<file path="src/rtl/mac_alu.sv">
// Multi-function ALU: single-cycle add and popcount-dot, plus shift-add multiply and
// multiply-accumulate with a sticky accumulator overflow flag.
module mac_alu #(
    parameter int WIDTH = 4,
    parameter int ACC_W = 3*WIDTH
) (
    input  logic             clk,
    input  logic             rst_n,
    input  logic             in_valid,
    output logic             in_ready,
    input  logic [1:0]       op,
    input  logic [WIDTH-1:0] a,
    input  logic [WIDTH-1:0] b,
    input  logic             acc_clr,
    output logic             out_valid,
    input  logic             out_ready,
    output logic [ACC_W-1:0] result,
    output logic             acc_ovf
);
    localparam int CW = $clog2(WIDTH) + 1;
    localparam int PW = 2*WIDTH;

    typedef enum logic [1:0] {IDLE, MUL, DONE} state_t;

    state_t           state;
    logic [CW-1:0]    cnt;
    logic             is_mac;
    logic [PW-1:0]    mcand;
    logic [WIDTH-1:0] mplier;
    logic [PW-1:0]    prod;
    logic [ACC_W-1:0] acc;

    logic [PW-1:0]    prod_nxt;
    logic [ACC_W:0]   mac_sum;
    logic [WIDTH:0]   add_sum;
    logic [CW-1:0]    pop;

    always_comb begin
        prod_nxt = prod + (mplier[0] ? mcand : '0);
        mac_sum  = {1'b0, acc} + (ACC_W+1)'(prod_nxt);
        add_sum  = {1'b0, a} + {1'b0, b};
        pop      = '0;
        for (int i = 0; i < WIDTH; i++)
            pop = pop + CW'(a[i] & b[i]);
    end

    // acc is written only on the final multiply step, so an abort by reset never
    // leaves a partial accumulation behind.
    always_ff @(posedge clk or negedge rst_n) begin
        if (!rst_n) begin
            state     <= IDLE;
            in_ready  <= 1'b1;
            out_valid <= 1'b0;
            result    <= '0;
            acc       <= '0;
            acc_ovf   <= 1'b0;
            cnt       <= '0;
            is_mac    <= 1'b0;
            mcand     <= '0;
            mplier    <= '0;
            prod      <= '0;
        end else begin
            case (state)
                IDLE: if (in_valid) begin
                    if (acc_clr) begin
                        acc     <= '0;
                        acc_ovf <= 1'b0;
                    end
                    in_ready <= 1'b0;
                    case (op)
                        2'b00: begin
                            result    <= ACC_W'(add_sum);
                            out_valid <= 1'b1;
                            state     <= DONE;
                        end
                        2'b10: begin
                            result    <= ACC_W'(pop);
                            out_valid <= 1'b1;
                            state     <= DONE;
                        end
                        default: begin
                            mcand  <= PW'(a);
                            mplier <= b;
                            prod   <= '0;
                            cnt    <= '0;
                            is_mac <= op[1];
                            state  <= MUL;
                        end
                    endcase
                end
                MUL: begin
                    prod   <= prod_nxt;
                    mcand  <= mcand << 1;
                    mplier <= mplier >> 1;
                    cnt    <= cnt + 1'b1;
                    if (cnt == CW'(WIDTH-1)) begin
                        out_valid <= 1'b1;
                        state     <= DONE;
                        if (is_mac) begin
                            acc     <= mac_sum[ACC_W-1:0];
                            result  <= mac_sum[ACC_W-1:0];
                            acc_ovf <= acc_ovf | mac_sum[ACC_W];
                        end else begin
                            result <= ACC_W'(prod_nxt);
                        end
                    end
                end
                DONE: if (out_ready) begin
                    out_valid <= 1'b0;
                    in_ready  <= 1'b1;
                    state     <= IDLE;
                end
                default: state <= IDLE;
            endcase
        end
    end
endmodule

</file>
<file path="config.mk">
export PLATFORM = sky130hd
export DESIGN_NAME = mac_alu
export DESIGN_NICKNAME = d
export VERILOG_FILES = /design/src/rtl/mac_alu.sv
export SDC_FILE = /design/constraint.sdc
export NUM_CORES = 1
export LEC_CHECK = 0
export ABC_AREA = 1
export CAP_MARGIN = 0
export CORE_ASPECT_RATIO = 0.8
export CORE_MARGIN = 1.5
export CORE_UTILIZATION = 43
export DETAILED_ROUTE_END_ITERATION = 10
export GPL_ROUTABILITY_DRIVEN = 0
export PLACE_DENSITY = 0.66
export SYNTH_ARGS = -nofsm -noshare
export SYNTH_HDL_FRONTEND = slang
export SYNTH_SLANG_ARGS = --single-unit
</file>
<file path="constraint.sdc">
create_clock -name clk -period 3.45 [get_ports clk]
set_input_delay 0.345 -clock clk [delete_from_list [all_inputs] [get_ports clk]]
set_output_delay 0.345 -clock clk [all_outputs]
set_load 0.02 [all_outputs]
</file>
==> results of run 1 <==
## synthesized netlist by cell type, drive strengths merged (4+ instances only)
cell type    n
o22ai        7
dfrtp       52
nand4        6
buf          7
fa           4
o21ai       25
a21oi       17
ha          25
xor2         6
and2         5
nand3       41
inv         75
nand2      126
nor2        25
a22o         4
## per-layer routing
layer | wire [µm] | track usage, %
met1 | 4200 | 32.2
met3 | 443 | 3.96
met4 | 104 | 4.91
met2 | 3440 | 30.5
met5 | 0 | 0
## worst max path at each step
stage                     cells after the start  slack (ns)   endpoint      start
after CTS                                    17        0.31  result[9]  mplier[0]
after global placement                       17        0.36  result[9]  mplier[0]
final                                        17        0.29  result[9]  mplier[0]
after global routing                         18        0.07     acc[8]  mplier[0]
after floorplan                              19        0.64     acc[9]  mplier[0]
after detailed placement                     17        0.32  result[9]  mplier[0]
## flip-flops by register name, summed over array words and instances (netlist names)
| signal | count |
|---|---|
| mcand | 8 |
| cnt | 3 |
| acc_ovf | 1 |
| out_valid | 1 |
| state | 2 |
| in_ready | 1 |
| mplier | 4 |
| prod | 8 |
| acc | 12 |
| result | 12 |
| is_mac | 1 |
## cells by family after synthesis
family	after synthesis	synth area share, %
compound gates	67	11.6
xor+xnor	7	1.77
fa+ha+maj	29	11.3
buf+inv	84	9.65
flops	53	38.3
simple gates	212	27.3
## worst max-delay path, delay by kind of cell (launching register included)
kind,cells,cell delay (ns)
flops,1,0.48
fa+ha+maj,3,0.98
simple gates,11,1.14
buf+inv,2,0.14
xor+xnor,1,0.33
## area by class of cell
type / instances / area [µm²]
clock inverters: 3 / 25.0
repair buffers: 30 / 293
fillers: 778 / 3930
well taps: 108 / 135
inverters: 76 / 285
clock buffers: 5 / 68.8
flip-flops and latches: 53 / 1330
multi-input cells: 315 / 1810
## power breakdown
part           internal [mW]  switching, mW
clock                  0.149          0.237
sequential             0.849          0.168
combinational          0.748           1.30
## metrics by stage
| step | total power, mW | util (%) | worst slack, ns |
|---|---|---|---|
| after CTS | 3.44 | 50.0 | 0.306 |
| after detailed placement | 3.04 | 48.8 | 0.317 |
| after floorplan | 2.50 | - | 0.644 |
| final | 3.45 | 50.0 | 0.289 |
| after global routing | 3.79 | 50.0 | 0.0739 |
| after global placement | 3.01 | 48.8 | 0.358 |
==> run_summary.xml, run 1 <==
<?xml version="1.0" encoding="UTF-8"?>
<metrics>
  <group name="sta">
    <metric name="fin_hold_ws" unit="ns">0.141</metric>
    <metric name="layout_min_cycle_time" unit="ns">3.16</metric>
    <metric name="fin_setup_tns" unit="ns">0</metric>
    <metric name="timing.final.hold_violations" unit="">0</metric>
    <metric name="grt_setup_unrepaired" unit="">no</metric>
    <metric name="relSlewSlack" unit="%">54.4</metric>
    <metric name="slew_violations" unit="">0</metric>
    <metric name="final.period_utilization" unit="%">91.6</metric>
    <metric name="report.final.setup_viol" unit="">0</metric>
    <metric name="fmax" unit="MHz">316</metric>
    <metric name="worstMarginPinSlew" unit="ns">0.684</metric>
    <metric name="clock_skews" unit="ns">0.0145</metric>
  </group>
  <group name="worst_setup_path">
    <metric name="worstSetupStartpointType" unit="">flip-flop</metric>
    <metric name="critical_path_peak_fanout" unit="">9</metric>
    <metric name="slowest_delay" unit="ns">0.48</metric>
    <metric name="worstPathArrival" unit="ns">3.39</metric>
    <metric name="cp-end-kind" unit="">flip-flop</metric>
    <metric name="critical_path.slowest_cell" unit="">dfrtp_1</metric>
    <metric name="crit_top_cell" unit="">nand2_1</metric>
    <metric name="rr_endpoint" unit="">result[9]</metric>
    <metric name="r2r-start" unit="">mplier[0]</metric>
    <metric name="reg2regPathDepth" unit="">17</metric>
    <metric name="r2r_setup_slack" unit="ns">0.29</metric>
    <metric name="worstPathCellList" unit="">nand2_1, inv_1, ha_1, fa_1, nand3_1, nand2_1, xor2_1, ha_1, nand2_1, nand2_1, inv_1, nand2_1, nand2_1, nand3_1, or2_2, nand3_1, nand2_1</metric>
    <metric name="worst_ep_required_time" unit="ns">3.68</metric>
    <metric name="setup.worst_path.class" unit="">reg -&gt; reg</metric>
  </group>
  <group name="placement">
    <metric name="dpl_cells" unit="">582</metric>
    <metric name="detailed_place_hpwl" unit="µm">6200</metric>
    <metric name="detailed_place.area" unit="µm²">3840</metric>
    <metric name="port_buffers" unit="">29</metric>
  </group>
  <group name="logic_synthesis">
    <metric name="synth_async_sr_flop_share" unit="%">100</metric>
    <metric name="synth_seq_cells" unit="">53</metric>
    <metric name="netlist-cell-type-count" unit="">40</metric>
    <metric name="synthFlopType" unit="">dfrtp_1</metric>
    <metric name="synth_warnings" unit="">0</metric>
    <metric name="synth_top_area_cells" unit="">dfrtp_1, nand2_1, ha_1</metric>
    <metric name="synth.cell_area" unit="µm²">3460</metric>
    <metric name="postSynthNetCount" unit="">496</metric>
    <metric name="biggest_area_consumer_among_synthesized_cells" unit="">dfrtp_1</metric>
    <metric name="post_synth.cell_area_avg" unit="µm²">7.66</metric>
    <metric name="syn_inst" unit="">452</metric>
    <metric name="synth_edf_count" unit="">0</metric>
    <metric name="synth_sequential_area_ratio" unit="%">38.3</metric>
    <metric name="post-synth-top-area-fraction" unit="%">37.6</metric>
  </group>
  <group name="detailed_routing">
    <metric name="wirelength" unit="µm">8190</metric>
    <metric name="firstDrtPassIters" unit="">4</metric>
    <metric name="drc" unit="">0</metric>
    <metric name="wire_per_inst" unit="µm">13.9</metric>
    <metric name="vias_per_cell" unit="">5.13</metric>
    <metric name="drt_iter0_drc" unit="">168</metric>
    <metric name="post_drt_antenna_nets" unit="">0</metric>
    <metric name="route.vias.total" unit="">3024</metric>
  </group>
  <group name="global_route">
    <metric name="grt.total_usage" unit="%">21.0</metric>
    <metric name="grt_max_degree" unit="">54</metric>
    <metric name="grt_pass1_wl" unit="µm">14200</metric>
    <metric name="grt_antenna_before_repair" unit="">0</metric>
    <metric name="gr-total-overflow" unit="">0</metric>
    <metric name="grt_pass1_vias" unit="">3009</metric>
  </group>
  <group name="floorplan">
    <metric name="std_cell_rows" unit="">29</metric>
    <metric name="design.core.area" unit="µm²">7870</metric>
    <metric name="floorplan_die_area" unit="µm²">8610</metric>
    <metric name="dieHeight" unit="µm">83.3</metric>
    <metric name="floorplan.initialDensity" unit="%">44.0</metric>
    <metric name="die_w" unit="µm">103</metric>
    <metric name="pin_count" unit="">30</metric>
  </group>
  <group name="power">
    <metric name="peakVddDrop" unit="µV">446</metric>
    <metric name="leakage" unit="nW">2.10</metric>
    <metric name="power_per_cell_area" unit="nW/µm²">875</metric>
  </group>
  <group name="layout">
    <metric name="area.growth.synth_to_final" unit="%">13.8</metric>
    <metric name="mostFrequentLayoutCells" unit="">nand2_1, inv_1, dfrtp_1</metric>
    <metric name="net_count_reported_at_finish" unit="">525</metric>
    <metric name="instances_no_fill" unit="">590</metric>
    <metric name="fin_area" unit="µm²">3940</metric>
    <metric name="antenna_cells" unit="">0</metric>
    <metric name="final_common_cell" unit="">nand2_1</metric>
    <metric name="drive_above_1_share" unit="%">5.81</metric>
  </group>
  <group name="clock_tree">
    <metric name="post_cts_buffers" unit="">0</metric>
    <metric name="cts-resized-gates" unit="">0</metric>
    <metric name="cts_max_level" unit="">2</metric>
    <metric name="tritoncts_num_sinks" unit="">53</metric>
    <metric name="cts.path.max_buffers" unit="">2</metric>
    <metric name="clockRootBuffer" unit="">clkbuf_8</metric>
    <metric name="clkLatencyLatePin" unit="ns">0.32</metric>
    <metric name="tritoncts_clock_tree" unit="">yes</metric>
    <metric name="hold_buffers" unit="">0</metric>
    <metric name="cts.clk_slew.worst_paths" unit="ns">0.11</metric>
    <metric name="numCtsBuffers" unit="">5</metric>
  </group>
  <group name="worst_hold_path">
    <metric name="worst_min_delay_path_category" unit="">in -&gt; async</metric>
  </group>
  <group name="status">
    <metric name="run_status" unit="">complete, no violations</metric>
  </group>
  <group name="job">
    <metric name="drv_cap" unit="">0</metric>
  </group>
</metrics>
(Power assumes the default switching activity.)
==> inputs of run 2 (changes only) <==
--- a/config.mk
+++ b/config.mk
@@ -6,13 +6,14 @@
 export NUM_CORES = 1
 export LEC_CHECK = 0
 export ABC_AREA = 1
-export CAP_MARGIN = 0
+export CAP_MARGIN = 15
 export CORE_ASPECT_RATIO = 0.8
 export CORE_MARGIN = 1.5
 export CORE_UTILIZATION = 43
 export DETAILED_ROUTE_END_ITERATION = 10
+export DONT_BUFFER_PORTS = 1
 export GPL_ROUTABILITY_DRIVEN = 0
-export PLACE_DENSITY = 0.66
+export PLACE_DENSITY = 0.62
 export SYNTH_ARGS = -nofsm -noshare
 export SYNTH_HDL_FRONTEND = slang
 export SYNTH_SLANG_ARGS = --single-unit
==> run 2 against run 1 <==
Compared with the run above:
- die area is the same
- largest power group unchanged
- core utilization decreased by 3.2 points
- cell area shrank 6.4%
- worst setup slack better by 0.064 ns
- global-route usage decreased by 0.33 points
- sequential power increased by 8%
- sequential share of layout area grew 2.3 points
- wire length fell by 2.7%
- total power shrank 4.0%
==> run_summary.xml, run 2 (synthesis results as in run 1) <==
<?xml version="1.0" encoding="UTF-8"?>
<metrics>
  <group name="power">
    <metric name="power_per_cell_area" unit="nW/µm²">898</metric>
    <metric name="peakVddDrop" unit="µV">517</metric>
    <metric name="leakage" unit="nW">2.01</metric>
    <metric name="total_power" unit="mW">3.31</metric>
  </group>
  <group name="clock_tree">
    <metric name="clockRootBuffer" unit="">clkbuf_8</metric>
    <metric name="cts_max_level" unit="">2</metric>
    <metric name="clkLatencyLatePin" unit="ns">0.32</metric>
    <metric name="post_cts_buffers" unit="">0</metric>
    <metric name="tritoncts_clock_tree" unit="">yes</metric>
    <metric name="cts.clk_slew.worst_paths" unit="ns">0.11</metric>
    <metric name="numCtsBuffers" unit="">5</metric>
    <metric name="cts.path.max_buffers" unit="">2</metric>
    <metric name="tritoncts_num_sinks" unit="">53</metric>
  </group>
  <group name="detailed_routing">
    <metric name="vias_per_cell" unit="">5.14</metric>
    <metric name="wirelength" unit="µm">7970</metric>
    <metric name="wire_per_inst" unit="µm">14.2</metric>
    <metric name="route.vias.total" unit="">2890</metric>
    <metric name="firstDrtPassIters" unit="">4</metric>
    <metric name="drc" unit="">0</metric>
    <metric name="drt_iter0_drc" unit="">172</metric>
    <metric name="post_drt_antenna_nets" unit="">0</metric>
  </group>
  <group name="layout">
    <metric name="antenna_cells" unit="">0</metric>
    <metric name="drive_above_1_share" unit="%">5.73</metric>
    <metric name="top_regs" unit="">acc x12, result x12</metric>
    <metric name="final_common_cell" unit="">nand2_1</metric>
    <metric name="mostFrequentLayoutCells" unit="">nand2_1, inv_1, dfrtp_1</metric>
    <metric name="instances_no_fill" unit="">562</metric>
    <metric name="net_count_reported_at_finish" unit="">497</metric>
    <metric name="area.growth.synth_to_final" unit="%">6.43</metric>
  </group>
  <group name="worst_setup_path">
    <metric name="worst_ep_required_time" unit="ns">3.67</metric>
    <metric name="crit_top_cell" unit="">nand2_1</metric>
    <metric name="slowest_delay" unit="ns">0.49</metric>
    <metric name="worstPathCellList" unit="">nand2_1, inv_1, ha_1, fa_1, nand3_1, nand2_1, xor2_1, ha_1, nand2_1, nand2_1, inv_1, nand2_1, nand2_1, nand3_1, or2_2, nand3_1, nand2_1</metric>
    <metric name="worstSetupStartpointType" unit="">flip-flop</metric>
    <metric name="setup.worst_path.class" unit="">reg -&gt; reg</metric>
    <metric name="worstPathArrival" unit="ns">3.32</metric>
    <metric name="cp-end-kind" unit="">flip-flop</metric>
    <metric name="critical_path_peak_fanout" unit="">9</metric>
    <metric name="critical_path.slowest_cell" unit="">dfrtp_1</metric>
  </group>
  <group name="placement">
    <metric name="dpl_cells" unit="">552</metric>
    <metric name="port_buffers" unit="">0</metric>
    <metric name="post-place-ws" unit="ns">0.393</metric>
    <metric name="detailed_place_hpwl" unit="µm">6090</metric>
  </group>
  <group name="job">
    <metric name="drv_cap" unit="">0</metric>
  </group>
  <group name="global_route">
    <metric name="grt_pass1_vias" unit="">2951</metric>
    <metric name="grt_pass1_wl" unit="µm">13900</metric>
    <metric name="gr-total-overflow" unit="">0</metric>
    <metric name="grt_max_degree" unit="">54</metric>
    <metric name="grt_antenna_before_repair" unit="">0</metric>
    <metric name="grt.total_usage" unit="%">20.7</metric>
  </group>
  <group name="floorplan">
    <metric name="pin_count" unit="">30</metric>
    <metric name="dieHeight" unit="µm">83.3</metric>
    <metric name="die_w" unit="µm">103</metric>
    <metric name="design.core.area" unit="µm²">7870</metric>
    <metric name="std_cell_rows" unit="">29</metric>
    <metric name="floorplan_die_area" unit="µm²">8610</metric>
    <metric name="floorplan.initialDensity" unit="%">44.0</metric>
  </group>
  <group name="sta">
    <metric name="fmax" unit="MHz">323</metric>
    <metric name="postLayoutSetupSlackWorst" unit="ns">0.352</metric>
    <metric name="relSlewSlack" unit="%">66.8</metric>
    <metric name="slew_violations" unit="">0</metric>
    <metric name="layout_min_cycle_time" unit="ns">3.10</metric>
    <metric name="clock_skews" unit="ns">0.0112</metric>
    <metric name="fin_setup_tns" unit="ns">0</metric>
    <metric name="fin_hold_ws" unit="ns">0.131</metric>
    <metric name="grt_setup_unrepaired" unit="">no</metric>
    <metric name="report.final.setup_viol" unit="">0</metric>
    <metric name="timing.final.hold_violations" unit="">0</metric>
    <metric name="final.period_utilization" unit="%">89.8</metric>
    <metric name="worstMarginPinSlew" unit="ns">0.497</metric>
  </group>
  <group name="status">
    <metric name="run_status" unit="">complete, no violations</metric>
  </group>
  <group name="worst_hold_path">
    <metric name="worst_min_delay_path_category" unit="">in -&gt; reg</metric>
  </group>
</metrics>
-- run 2: changes by cell type in the layout (fill, tap and decap cells not counted) --
cell / previous run / this run
inv_6: 2 / 1
clkdlybuf4s50_1: 28 / 0
a21oi_2: 1 / 0
dlygate4sd3_1: 0 / 1
clkbuf_8: 5 / 6
buf_16: 0 / 1
buf_4: 1 / 0
a21oi_1: 16 / 17
buf_2: 1 / 0
-- run 2: through the flow --
step,area (µm²),utilization (%)
floorplan,3460,-
global placement,3550,45.1
detailed placement,3550,45.1
CTS,3690,46.8
global route,3690,46.8
finish,3690,46.8
-- run 2: worst max-delay path, delay by kind of cell, from the launching register on --
family                     cells  cell delay, ns
and+or+nand+nor               11            1.11
buffers and inverters          2            0.14
DFF                            1            0.49
adders and majority gates      3            0.95
xor gates and xnor gates       1            0.30
-- run 2: cell type report --
cell class / instances / area (µm²)
Clock buffer: 6 / 82.6
Clock inverter: 2 / 16.3
Fill cell: 787 / 4190
Inverter: 76 / 285
Multi-Input combinational cell: 315 / 1800
Sequential cell: 53 / 1330
Tap cell: 108 / 135
Timing Repair Buffer: 2 / 37.5
-- run 2: routing by layer --
layer	global-route usage [%]	wire length, µm	up-vias
li1	-	-	1469
met1	32.2	4140	1338
met5	0	0	-
met3	5.13	479	11
met4	5.28	84	0
met2	28.5	3270	72
-- run 2: final timing paths --
kind | depth (start not counted) | start | to | slack, ns
max | 17 | mplier[0] | result[9] | 0.35
min | 2 | out_ready | in_ready | 0.13
max reg2reg | 17 | mplier[0] | result[9] | 0.35
min reg2reg | 1 | cnt[0] | cnt[0] | 0.49
max in group asynchronous | 2 | rst_n | in_ready | 2.61
min in group asynchronous | 2 | rst_n | acc[2] | 0.55
-- run 2: repair_timing --
item                      in CTS  in global routing
hold endpoints to repair      53                  0
hold buffers                   2                  0
resized for setup              0                  0
-- run 2: power breakdown --
part           internal [mW]  total [mW]  switching, mW
combinational          0.640        1.82           1.18
clock                  0.166       0.393          0.227
sequential             0.850        1.10          0.251
==> inputs of run 3 (changes only) <==
--- a/config.mk
+++ b/config.mk
@@ -10,10 +10,11 @@
 export CORE_ASPECT_RATIO = 0.8
 export CORE_MARGIN = 1.5
 export CORE_UTILIZATION = 43
+export CTS_CLUSTER_SIZE = 24
 export DETAILED_ROUTE_END_ITERATION = 10
 export DONT_BUFFER_PORTS = 1
 export GPL_ROUTABILITY_DRIVEN = 0
-export PLACE_DENSITY = 0.62
+export PLACE_DENSITY = 0.64
 export SYNTH_ARGS = -nofsm -noshare
 export SYNTH_HDL_FRONTEND = slang
 export SYNTH_SLANG_ARGS = --single-unit
==> constraint.sdc (replaced) <==
create_clock -name clk -period 2.6 [get_ports clk]
set_input_delay 0.26 -clock clk [delete_from_list [all_inputs] [get_ports clk]]
set_output_delay 0.26 -clock clk [all_outputs]
set_load 0.02 [all_outputs]
==> run 3 against run 2 <==
Compared with the run above:
- the flow now finishes with violations (setup timing)
- hold slack got worse by 0.071 ns
- clock skew barely moved
- clock-buffer cell count fell by 1
- sequential share of layout area fell by 6.8 points
- critical path depth rose by 1
- via count rose by 9.8%
- clock power rose by 51%
- worst setup slack got worse by 0.48 ns
- cell area rose by 23%
- largest cell class unchanged
- highest routed layer unchanged
==> run_summary.xml, run 3 (synthesis results as in run 1) <==
<?xml version="1.0" encoding="UTF-8"?>
<metrics>
  <group name="job">
    <metric name="drv_cap" unit="">0</metric>
  </group>
  <group name="power">
    <metric name="peakVddDrop" unit="µV">798</metric>
    <metric name="comb_power_share" unit="%">66.8</metric>
    <metric name="power_per_cell_area" unit="nW/µm²">1400</metric>
    <metric name="total_power" unit="mW">6.34</metric>
    <metric name="leakage" unit="nW">2.31</metric>
    <metric name="power_switching_share" unit="%">46.7</metric>
    <metric name="power.switching" unit="mW">2.96</metric>
    <metric name="power_share_of_the_sequential_group" unit="%">23.8</metric>
    <metric name="power.share.clock" unit="%">9.4</metric>
    <metric name="internal" unit="mW">3.38</metric>
  </group>
  <group name="sta">
    <metric name="clock_skews" unit="ns">0.0108</metric>
    <metric name="grt_setup_unrepaired" unit="">yes</metric>
    <metric name="postLayoutSetupSlackWorst" unit="ns">-0.132</metric>
    <metric name="relSlewSlack" unit="%">64.4</metric>
    <metric name="fin_hold_ws" unit="ns">0.0599</metric>
    <metric name="timing.final.hold_violations" unit="">0</metric>
    <metric name="slew_violations" unit="">0</metric>
    <metric name="layout_min_cycle_time" unit="ns">2.73</metric>
    <metric name="report.final.setup_viol" unit="">11</metric>
    <metric name="fmax" unit="MHz">366</metric>
    <metric name="worstMarginPinSlew" unit="ns">0.533</metric>
    <metric name="final.period_utilization" unit="%">105</metric>
  </group>
  <group name="layout">
    <metric name="fillCellCount" unit="">700</metric>
    <metric name="drive_above_1_share" unit="%">31.7</metric>
    <metric name="instances_no_fill" unit="">613</metric>
    <metric name="fin_area" unit="µm²">4540</metric>
    <metric name="net_count_reported_at_finish" unit="">548</metric>
    <metric name="antenna_cells" unit="">0</metric>
    <metric name="final_common_cell" unit="">nand2_1</metric>
    <metric name="area.growth.synth_to_final" unit="%">31.1</metric>
    <metric name="mostFrequentLayoutCells" unit="">nand2_1, inv_1, dfrtp_1</metric>
    <metric name="top_regs" unit="">acc x12, result x12</metric>
  </group>
  <group name="detailed_routing">
    <metric name="drt_iter0_drc" unit="">177</metric>
    <metric name="post_drt_antenna_nets" unit="">0</metric>
    <metric name="route.vias.total" unit="">3174</metric>
    <metric name="vias_per_cell" unit="">5.18</metric>
    <metric name="firstDrtPassIters" unit="">5</metric>
    <metric name="drc" unit="">0</metric>
    <metric name="wirelength" unit="µm">9460</metric>
    <metric name="wire_per_inst" unit="µm">15.4</metric>
  </group>
  <group name="global_route">
    <metric name="grt_pass1_wl" unit="µm">15400</metric>
    <metric name="grt_antenna_before_repair" unit="">0</metric>
    <metric name="grt.total_usage" unit="%">23.2</metric>
    <metric name="grt_max_degree" unit="">54</metric>
    <metric name="gr-total-overflow" unit="">0</metric>
    <metric name="grt_pass1_vias" unit="">3169</metric>
  </group>
  <group name="worst_setup_path">
    <metric name="reg2regPathDepth" unit="">18</metric>
    <metric name="crit_end" unit="">result[9]</metric>
    <metric name="rr_endpoint" unit="">result[9]</metric>
    <metric name="r2r-start" unit="">mplier[0]</metric>
    <metric name="critical_path_peak_fanout" unit="">6</metric>
    <metric name="startpoint" unit="">mplier[0]</metric>
    <metric name="worstSetupStartpointType" unit="">flip-flop</metric>
    <metric name="worstPathArrival" unit="ns">2.95</metric>
    <metric name="cp-end-kind" unit="">flip-flop</metric>
    <metric name="r2r_setup_slack" unit="ns">-0.13</metric>
    <metric name="worst_ep_required_time" unit="ns">2.82</metric>
    <metric name="setup.worst_path.class" unit="">reg -&gt; reg</metric>
  </group>
  <group name="floorplan">
    <metric name="floorplan_die_area" unit="µm²">8610</metric>
    <metric name="die_w" unit="µm">103</metric>
    <metric name="dieHeight" unit="µm">83.3</metric>
    <metric name="pin_count" unit="">30</metric>
    <metric name="std_cell_rows" unit="">29</metric>
    <metric name="design.core.area" unit="µm²">7870</metric>
    <metric name="floorplan.initialDensity" unit="%">44.0</metric>
  </group>
  <group name="clock_tree">
    <metric name="clkLatencyLatePin" unit="ns">0.31</metric>
    <metric name="numCtsBuffers" unit="">5</metric>
    <metric name="tritoncts_num_sinks" unit="">53</metric>
    <metric name="tritoncts_clock_tree" unit="">yes</metric>
    <metric name="cts_max_level" unit="">2</metric>
    <metric name="cts.clk_slew.worst_paths" unit="ns">0.11</metric>
    <metric name="cts.path.max_buffers" unit="">2</metric>
    <metric name="clockRootBuffer" unit="">clkbuf_8</metric>
  </group>
  <group name="placement">
    <metric name="port_buffers" unit="">0</metric>
    <metric name="dpl_cells" unit="">587</metric>
    <metric name="detailed_place_hpwl" unit="µm">6570</metric>
    <metric name="post-place-ws" unit="ns">-0.224</metric>
    <metric name="detailed_place.area" unit="µm²">3860</metric>
  </group>
  <group name="status">
    <metric name="failed_checks" unit="">setup timing</metric>
    <metric name="run_status" unit="">finished with violations</metric>
  </group>
  <group name="worst_hold_path">
    <metric name="min-delay-start" unit="">out_ready</metric>
    <metric name="worst_min_delay_path_category" unit="">in -&gt; reg</metric>
  </group>
</metrics>
==> run 3: changes by cell type in the layout (fill, tap and decap cells not counted), moves of 11 or more <==
cell / before / now
inv_1: 71 / 59
ha_4: 0 / 11
nand2_2: 3 / 21
nand2_1: 123 / 100
nand3_2: 0 / 11
buf_4: 0 / 50
nand3_1: 41 / 28
ha_1: 25 / 13
==> run 3: per-stage QoR <==
stage | setup TNS (ns) | util [%]
6_report | -0.833 | 57.7
5_1_grt | -2.61 | 57.7
4_1_cts | -0.122 | 54.5
3_5_place_dp | -1.88 | 49.0
3_3_place_gp | -1.23 | 49.0
2_1_floorplan | 0 | -
==> run 3: layout make-up <==
cell class,count,area (µm²),share of cell area (%)
Multi-Input combinational cell,315,2240,49.4
Tap cell,108,135,2.98
Inverter,76,290,6.39
Timing Repair Buffer,53,424,9.34
Clock buffer,5,68.8,1.52
Clock inverter,3,50.0,1.10
Sequential cell,53,1330,29.3
==> run 3: how the worst min path moves through the flow <==
stage	to	slack (ns)	cells after the start
finish	in_ready	0.06	2
global route	in_ready	0.07	2
CTS	in_ready	0.06	2
detailed placement	prod[6]	-0.03	0
global placement	prod[5]	-0.03	0
floorplan	acc[0]	-0.04	0
==> run 3: timing repair <==
| item | CTS | global route |
|---|---|---|
| hold endpoints to repair | 53 | 0 |
| pin swaps | 12 | 22 |
| buffers inserted | 10 | 6 |
| hold buffers | 2 | 0 |
| endpoints found under the setup margin | 18 | 20 |
| gates resized for setup | 39 | 56 |
==> run 3: critical path: stages (launching register included) <==
cell	delay (ns)
dfrtp_2	0.46
nand2_2	0.09
inv_2	0.04
ha_4	0.16
fa_2	0.39
nand3_2	0.10
nand2_4	0.08
nand3_4	0.07
nand2_2	0.05
nand2_2	0.09
nand2_2	0.07
ha_4	0.27
nand2_2	0.06
nand2_2	0.06
a21boi_2	0.14
nand3_2	0.11
or2_4	0.27
nand3_4	0.08
nand2_1	0.05
==> run 3: metal layers <==
layer / vias up / track usage (%) / wire length, µm
li1: 1567 / - / -
met1: 1502 / 34.8 / 4500
met2: 95 / 35.1 / 4340
met3: 10 / 4.04 / 516
met4: 0 / 4.55 / 101
met5: - / 0 / 0
==> run 3: power groups by stage <==
stage / combinational [mW] / clock [mW] / sequential (mW)
4_1_cts: 3.62 / 0.611 / 1.50
3_3_place_gp: 3.01 / 0 / 1.48
5_1_grt: 4.61 / 0.637 / 1.55
3_5_place_dp: 3.04 / 0 / 1.49
2_1_floorplan: 1.99 / 0 / 1.40
6_report: 4.24 / 0.594 / 1.51
